## config.mk

```make
export PLATFORM = sky130hd
export DESIGN_NAME = uart_boot_loader
export DESIGN_NICKNAME = d
export VERILOG_FILES = /design/src/rtl/uart_boot_loader_pkg.sv /design/src/rtl/loader_timeout_timer.sv /design/src/rtl/uart_boot_loader.sv
export SDC_FILE = /design/constraint.sdc
export NUM_CORES = 1
export LEC_CHECK = 0
export CAP_MARGIN = 20
export CORE_UTILIZATION = 45
export DETAILED_ROUTE_END_ITERATION = 8
export GPL_ROUTABILITY_DRIVEN = 0
export GPL_TIMING_DRIVEN = 0
export PLACE_DENSITY = 0.74
export SYNTH_ARGS = -nofsm -noshare
export SYNTH_HDL_FRONTEND = slang
export SYNTH_SLANG_ARGS = --single-unit
```

## constraint.sdc

```tcl
create_clock -name i_CLK -period 3.25 [get_ports i_CLK]
set_clock_uncertainty 0.15 [all_clocks]
set_input_delay 0.975 -clock i_CLK [delete_from_list [all_inputs] [get_ports i_CLK]]
set_output_delay 0.975 -clock i_CLK [all_outputs]
set_load 0.01 [all_outputs]
```

## src/rtl/uart_boot_loader_pkg.sv

```systemverilog
// Shared definitions for the UART boot loader: FSM state encodings and default framing constants.
package uart_boot_loader_pkg;

    localparam int unsigned STATE_W = 4;

    localparam logic [3:0] ST_SYNC    = 4'd0;
    localparam logic [3:0] ST_LEN_HI  = 4'd1;
    localparam logic [3:0] ST_LEN_LO  = 4'd2;
    localparam logic [3:0] ST_DATA_HI = 4'd3;
    localparam logic [3:0] ST_DATA_LO = 4'd4;
    localparam logic [3:0] ST_WRITE   = 4'd5;
    localparam logic [3:0] ST_CHECK   = 4'd6;
    localparam logic [3:0] ST_DONE    = 4'd7;
    localparam logic [3:0] ST_ERROR   = 4'd8;

    localparam logic [7:0] DEFAULT_SYNC_BYTE = 8'hA5;

    // States that pop one FIFO byte per cycle whenever the FIFO is non-empty.
    function automatic logic is_byte_state(input logic [3:0] s);
        return (s == ST_SYNC) || (s == ST_LEN_HI) || (s == ST_LEN_LO) ||
               (s == ST_DATA_HI) || (s == ST_DATA_LO) || (s == ST_CHECK);
    endfunction

    // States in which an idle FIFO is counted toward the inter-byte timeout.
    function automatic logic is_timed_state(input logic [3:0] s);
        return (s == ST_LEN_HI) || (s == ST_LEN_LO) || (s == ST_DATA_HI) ||
               (s == ST_DATA_LO) || (s == ST_WRITE) || (s == ST_CHECK);
    endfunction

endpackage

```

## src/rtl/loader_timeout_timer.sv

```systemverilog
// Idle-cycle counter for the boot loader; clears on every byte pop and flags the terminal count.
module loader_timeout_timer #(
    parameter int unsigned TIMEOUT_CYCLES = 50_000_000
) (
    input  logic i_CLK,
    input  logic i_RESET_n,
    input  logic i_Clear,
    input  logic i_Enable,
    output logic o_Terminal
);

    localparam int unsigned CNT_W = (TIMEOUT_CYCLES > 2) ? $clog2(TIMEOUT_CYCLES) : 1;
    localparam logic [CNT_W-1:0] LAST = CNT_W'(TIMEOUT_CYCLES - 1);

    logic [CNT_W-1:0] count_q;
    logic [CNT_W-1:0] count_d;

    always_comb begin
        count_d = count_q;
        if (i_Clear) begin
            count_d = '0;
        end else if (i_Enable && (count_q != LAST)) begin
            count_d = count_q + CNT_W'(1);
        end
    end

    always_ff @(posedge i_CLK or negedge i_RESET_n) begin
        if (!i_RESET_n) begin
            count_q <= '0;
        end else begin
            count_q <= count_d;
        end
    end

    assign o_Terminal = (count_q == LAST);

endmodule

```

## src/rtl/uart_boot_loader.sv

```systemverilog
// Drains the UART RX FIFO, parses a SYNC/LEN/data/CHK frame into instruction ROM,
// and holds the CPU in reset until a load completes with a matching checksum.
module uart_boot_loader
    import uart_boot_loader_pkg::*;
#(
    parameter int unsigned ADDR_BITS      = 15,
    parameter logic [7:0]  SYNC_BYTE      = DEFAULT_SYNC_BYTE,
    parameter int unsigned TIMEOUT_CYCLES = 50_000_000
) (
    input  logic                 i_CLK,
    input  logic                 i_RESET_n,
    input  logic                 i_Start,
    input  logic                 i_UART_Empty,
    input  logic [7:0]           i_UART_Data,
    output logic                 o_UART_Read_EN,
    output logic                 o_ROM_Write_EN,
    output logic [ADDR_BITS-1:0] o_ROM_Addr,
    output logic [15:0]          o_ROM_Data,
    output logic                 o_CPU_Reset_n,
    output logic                 o_Busy,
    output logic                 o_Error
);

    logic [STATE_W-1:0]   state_q,     state_d;
    logic [ADDR_BITS-1:0] addr_q,      addr_d;
    logic [15:0]          remaining_q, remaining_d;
    logic [7:0]           len_hi_q,    len_hi_d;
    logic [7:0]           data_hi_q,   data_hi_d;
    logic [7:0]           data_lo_q,   data_lo_d;
    logic [7:0]           chk_q,       chk_d;

    logic        pop;
    logic        timed;
    logic        timer_tc;
    logic [15:0] len_full;
    logic        len_too_long;

    assign pop      = is_byte_state(state_q) && !i_UART_Empty;
    assign timed    = is_timed_state(state_q);
    assign len_full = {len_hi_q, i_UART_Data};
    // Widened compare so the 2^ADDR_BITS limit itself stays representable.
    assign len_too_long = ({17'd0, len_full} > (33'd1 << ADDR_BITS));

    // WRITE holds the timer rather than counting, since no pop is possible there.
    loader_timeout_timer #(
        .TIMEOUT_CYCLES(TIMEOUT_CYCLES)
    ) u_timer (
        .i_CLK      (i_CLK),
        .i_RESET_n  (i_RESET_n),
        .i_Clear    (pop || !timed),
        .i_Enable   (timed && (state_q != ST_WRITE)),
        .o_Terminal (timer_tc)
    );

    always_comb begin
        state_d     = state_q;
        addr_d      = addr_q;
        remaining_d = remaining_q;
        len_hi_d    = len_hi_q;
        data_hi_d   = data_hi_q;
        data_lo_d   = data_lo_q;
        chk_d       = chk_q;

        case (state_q)
            ST_SYNC: begin
                if (!i_UART_Empty && (i_UART_Data == SYNC_BYTE)) begin
                    state_d = ST_LEN_HI;
                end
            end
            ST_LEN_HI: begin
                if (!i_UART_Empty) begin
                    len_hi_d = i_UART_Data;
                    state_d  = ST_LEN_LO;
                end else if (timer_tc) begin
                    state_d = ST_ERROR;
                end
            end
            ST_LEN_LO: begin
                if (!i_UART_Empty) begin
                    addr_d      = '0;
                    chk_d       = '0;
                    remaining_d = len_full;
                    if (len_full == 16'd0) begin
                        state_d = ST_CHECK;
                    end else if (len_too_long) begin
                        state_d = ST_ERROR;
                    end else begin
                        state_d = ST_DATA_HI;
                    end
                end else if (timer_tc) begin
                    state_d = ST_ERROR;
                end
            end
            ST_DATA_HI: begin
                if (!i_UART_Empty) begin
                    data_hi_d = i_UART_Data;
                    chk_d     = chk_q + i_UART_Data;
                    state_d   = ST_DATA_LO;
                end else if (timer_tc) begin
                    state_d = ST_ERROR;
                end
            end
            ST_DATA_LO: begin
                if (!i_UART_Empty) begin
                    data_lo_d = i_UART_Data;
                    chk_d     = chk_q + i_UART_Data;
                    state_d   = ST_WRITE;
                end else if (timer_tc) begin
                    state_d = ST_ERROR;
                end
            end
            ST_WRITE: begin
                addr_d      = addr_q + ADDR_BITS'(1);
                remaining_d = remaining_q - 16'd1;
                state_d     = (remaining_q == 16'd1) ? ST_CHECK : ST_DATA_HI;
            end
            ST_CHECK: begin
                if (!i_UART_Empty) begin
                    state_d = (i_UART_Data == chk_q) ? ST_DONE : ST_ERROR;
                end else if (timer_tc) begin
                    state_d = ST_ERROR;
                end
            end
            ST_DONE, ST_ERROR: begin
                if (i_Start) begin
                    state_d = ST_SYNC;
                end
            end
            default: begin
                state_d = ST_SYNC;
            end
        endcase
    end

    always_ff @(posedge i_CLK or negedge i_RESET_n) begin
        if (!i_RESET_n) begin
            state_q     <= ST_SYNC;
            addr_q      <= '0;
            remaining_q <= '0;
            len_hi_q    <= '0;
            data_hi_q   <= '0;
            data_lo_q   <= '0;
            chk_q       <= '0;
        end else begin
            state_q     <= state_d;
            addr_q      <= addr_d;
            remaining_q <= remaining_d;
            len_hi_q    <= len_hi_d;
            data_hi_q   <= data_hi_d;
            data_lo_q   <= data_lo_d;
            chk_q       <= chk_d;
        end
    end

    assign o_UART_Read_EN = pop;
    assign o_ROM_Write_EN = (state_q == ST_WRITE);
    assign o_ROM_Addr     = addr_q;
    assign o_ROM_Data     = {data_hi_q, data_lo_q};
    assign o_CPU_Reset_n  = (state_q == ST_DONE);
    assign o_Busy         = (state_q != ST_DONE) && (state_q != ST_ERROR);
    assign o_Error        = (state_q == ST_ERROR);

endmodule

```

==> impl_metrics.env, run 1 <==
export IMPL_worst_r2r_startpoint="state_q[2]$_DFFE_PN0P_"
export IMPL_largest_family_of_logic_cells_by_synthesized_area="simple AND/OR/NAND/NOR gates"
export IMPL_die_height_um=107
export IMPL_comb_power_share_pct=38.7
export IMPL_rr_endpoint="remaining_q[3]$_DFFE_PN0P_"
export IMPL_drtAntennaViolNets=0
export IMPL_max_cap_viol_count=0
export IMPL_fin_util_pct=54.8
export IMPL_seqPwrFrac_pct=41.4
export IMPL_antenna_found_initial=0
export IMPL_areaGrowthSynthToFinish_pct=18.7
export IMPL_grt_pass1_wl_um=20500
export IMPL_worst_setup_path_start_kind="flip-flop"
export IMPL_clk_root_buffer_cell="sky130_fd_sc_hd__clkbuf_8"
export IMPL_hold_depth=1
export IMPL_worstPathRequired_ns=2.12
export IMPL_top_level_ports=48
export IMPL_detailedRoute_firstPassIterationCount=6
export IMPL_insertion_delay_ns=0.39
export IMPL_setup_ws_ns=0.0303
export IMPL_num_vias=4287
export IMPL_synth_ff_latch_count=93
export IMPL_outcome="finished clean"
export IMPL_initial_util_pct=46.1
export IMPL_cts_tree="built"
export IMPL_rows=38
export IMPL_route_detailed_wl_per_inst_um=16.7
export IMPL_netlist_top_cell_by_area="sky130_fd_sc_hd__dfrtp_1"
export IMPL_timing_worst_setup_path_type="reg2out"
export IMPL_fin_nets=604
export IMPL_drc_errors=0
export IMPL_yosys_area_share_xor_xnor_pct=4.93
export IMPL_fin_setup_tns_ns=0
export IMPL_place_port_buffers=46
export IMPL_timing_final_crit_share_pct=99.1
export IMPL_postSynth_asyncResetShare_pct=100
export IMPL_end_kind="output port"
export IMPL_syn_num_nets=545
export IMPL_synthAdderAreaFrac_pct=3.17
export IMPL_fin_worst_hold_slack_ns=0.343
export IMPL_setup_violations_final=0
export IMPL_yosysSeqAreaShare_pct=46.7
export IMPL_htreeDepth=3
export IMPL_cts_hold_buffers=0
export IMPL_synth_lib_cells_used_distinct=56
export IMPL_p_int_mw=2.77
export IMPL_dominant_synthesized_flop_cell="sky130_fd_sc_hd__dfrtp_1"
export IMPL_timing_max_transition_violations_final=0
export IMPL_syn_instance_count=521
export IMPL_tightest_slew_ns=0.690
export IMPL_finalHoldViolations=0
export IMPL_fill_cells=931
export IMPL_r2r_cells=7
export IMPL_power_ir_vdd_worst_mv=0.418
export IMPL_yosys_area_share_simple_pct=23.6
export IMPL_edff_count_synth=0
export IMPL_floorplan_die_width_um=107
export IMPL_dpl_hpwl_um=8530
export IMPL_synth_compound_area_share_pct=12.9
export IMPL_die_area_mm2=0.0115
export IMPL_yosysWarnings=0
export IMPL_clkTransAtPathRegs_ns=0.09
export IMPL_setup_repair_after_global_routing_missed_its_margin="yes"
export IMPL_hold_path_class="reg2reg"
export IMPL_pwr_density_cell_mw_per_mm2=751
export IMPL_capturing_element_of_the_worst_setup_path="o_ROM_Write_EN"
export IMPL_drt_first_iter_violations=200
export IMPL_synth_common_cells="sky130_fd_sc_hd__dfrtp_1, sky130_fd_sc_hd__nand2_1, sky130_fd_sc_hd__nor2_1, sky130_fd_sc_hd__nand3_1, sky130_fd_sc_hd__o21ai_0"
export IMPL_pin_count_of_the_biggest_net_entering_global_routing=50
export IMPL_globalRoute_totalOverflow=0
export IMPL_globalRouteTotalUtil_pct=22.9
export IMPL_antennaDiodeCount=0
export IMPL_yosys_area_top_type_share_pct=46.7
export IMPL_max_slew_margin_rel_pct=53.9
export IMPL_synth_cell_area_mm2=0.00498
export IMPL_power_switching_share_pct=37.7
export IMPL_leading_post_synthesis_cells_by_cell_area="sky130_fd_sc_hd__dfrtp_1, sky130_fd_sc_hd__mux2_2, sky130_fd_sc_hd__nand2_1"
export IMPL_critPathArrivalTime_ns=2.09
export IMPL_fmax_mhz=311
export IMPL_power_leakage_nw=2.42
export IMPL_syn_avg_cell_area_um2=9.56
export IMPL_setup_reg_to_reg_worst_slack_ns=0.71
export IMPL_worstSetupStartpoint="state_q[1]$_DFFE_PN0P_"
export IMPL_worst_path_max_fanout=19
export IMPL_clock_power_share_pct=19.9
export IMPL_synthMostInstantiatedCell="sky130_fd_sc_hd__dfrtp_1"
export IMPL_cts_sinks=93
export IMPL_first_global_vias=4217
export IMPL_finalWirelength_um=12100
export IMPL_pre_cts_slack_ns=-0.447
export IMPL_placeableCoreArea_mm2=0.0108
export IMPL_cts_path_max_buffers=2
export IMPL_finalCriticalPeriod_ns=3.22
export IMPL_avgViaCountPerCell=5.91
export IMPL_p_switching_mw=1.67
export IMPL_muxShareOfSynthArea_pct=5.60
export IMPL_fraction_of_layout_instances_using_a_drive_strength_above_1_pct=11.5
export IMPL_cts_inserted_buffers=9
-- layer usage --
metal  vias up  part of all wire, %  global-route usage (%)
li1       2031                    -                       -
met1      2079                   44                    30.0
met2       157                   47                    35.6
met3        20                  7.0                    4.80
met4         0                  2.1                    11.9
met5         -                    0                       0
-- placed cells by master, fill, tap and decap left out, types with 3 or more instances in the layout --
master                            Yosys  layout
sky130_fd_sc_hd__dfrtp_1             93      93
sky130_fd_sc_hd__nand2_1             59      59
sky130_fd_sc_hd__nor2_1              45      45
sky130_fd_sc_hd__clkdlybuf4s50_1      0      44
sky130_fd_sc_hd__nand3_1             35      35
sky130_fd_sc_hd__o21ai_0             32      32
sky130_fd_sc_hd__mux2_2              23      23
sky130_fd_sc_hd__o211ai_1            21      21
sky130_fd_sc_hd__xnor2_1             17      17
sky130_fd_sc_hd__nand4_1             17      17
sky130_fd_sc_hd__clkbuf_1            19      15
sky130_fd_sc_hd__nor4_1              15      15
sky130_fd_sc_hd__inv_1               16      15
sky130_fd_sc_hd__nor3_1              13      12
sky130_fd_sc_hd__xor2_1              11      11
sky130_fd_sc_hd__ha_1                11      11
sky130_fd_sc_hd__a21oi_1             10      10
sky130_fd_sc_hd__and3_1              10      10
sky130_fd_sc_hd__clkbuf_8             0       9
sky130_fd_sc_hd__a31oi_1              7       7
sky130_fd_sc_hd__o311ai_0             5       5
sky130_fd_sc_hd__or4_1                5       5
sky130_fd_sc_hd__buf_4                1       5
sky130_fd_sc_hd__o31ai_1              5       5
sky130_fd_sc_hd__nor4b_1              4       4
sky130_fd_sc_hd__clkbuf_2             0       3
sky130_fd_sc_hd__nand2b_1             3       3
sky130_fd_sc_hd__and4_1               3       3
-- power by group through the flow --
stage                     logic, mW  clock network (mW)  registers (mW)
after CTS                      1.69               0.896            1.82
after floorplan                1.01                   0            1.83
final                          1.72               0.885            1.83
after global placement         1.64                   0            1.80
after detailed placement       1.69                   0            1.82
after global routing           1.90               0.936            1.89
-- cell type report --
cell class / instances / area [um^2] / area share, %
flip-flops and latches: 93 / 2330 / 39.4
clock inverters: 6 / 93.8 / 1.59
plain buffers: 21 / 98.8 / 1.67
repair buffers: 50 / 503 / 8.51
inverters: 16 / 60.1 / 1.02
well taps: 140 / 175 / 2.96
clock buffers: 10 / 128 / 2.16
multi-input cells: 389 / 2520 / 42.7
-- kinds of logic (layout without fill, tap and decap cells) --
logic type / after synthesis / count (layout)
fa+ha+maj: 12 / 12
flops: 93 / 93
buf+inv: 39 / 103
xor+xnor: 28 / 28
mux: 25 / 25
compound gates: 98 / 98
simple gates: 226 / 226
-- what timing repair did --
action / CTS / global route
pin swaps: 0 / 0
buffers inserted: 0 / 3
setup endpoints to repair: 5 / 7
gates resized for setup: 11 / 9
endpoints found under the hold margin: 0 / 0
-- worst max-delay path, cell delays in order (launching register included) --
cell and delay [ns]:
sky130_fd_sc_hd__dfrtp_1 0.46, sky130_fd_sc_hd__inv_1 0.20, sky130_fd_sc_hd__nand3_1 0.14, sky130_fd_sc_hd__inv_2 0.14, sky130_fd_sc_hd__buf_6 0.20, sky130_fd_sc_hd__clkdlybuf4s50_1 0.56
-- state kept, by name (all words and copies together) (netlist names) --
| register | count |
|---|---|
| data_lo_q | 8 |
| state_q | 4 |
| chk_q | 8 |
| data_hi_q | 8 |
| o_ROM_Addr | 15 |
| len_hi_q | 8 |
| remaining_q | 16 |
| u_timer.count_q | 26 |
-- stage by stage --
step / instances / total power, mW / area [um^2]
floorplan: 521 / 2.84 / 4980
global placement: 707 / 3.44 / 5610
detailed placement: 708 / 3.52 / 5640
CTS: 722 / 4.41 / 5880
global route: 725 / 4.73 / 5910
finish: 725 / 4.44 / 5910
-- how the worst min path moves through the flow --
stage | from | to | slack [ns]
global placement | data_hi_q[1]$_DFFE_PN0P_ | data_hi_q[1]$_DFFE_PN0P_ | 0.32
CTS | o_ROM_Addr[14]$_DFFE_PN0P_ | o_ROM_Addr[14]$_DFFE_PN0P_ | 0.34
finish | o_ROM_Addr[14]$_DFFE_PN0P_ | o_ROM_Addr[14]$_DFFE_PN0P_ | 0.34
floorplan | chk_q[0]$_DFFE_PN0P_ | chk_q[0]$_DFFE_PN0P_ | 0.32
detailed placement | o_ROM_Addr[14]$_DFFE_PN0P_ | o_ROM_Addr[14]$_DFFE_PN0P_ | 0.33
global route | o_ROM_Addr[14]$_DFFE_PN0P_ | o_ROM_Addr[14]$_DFFE_PN0P_ | 0.36
No activity file was read; power rests on OpenSTA's default activity.
==> run 2: changes to the inputs <==
Settings changed: SLEW_MARGIN set to 0.
==> results of run 2 <==
Same layout as run 1: the final DEF is identical, and so are final timing and power.
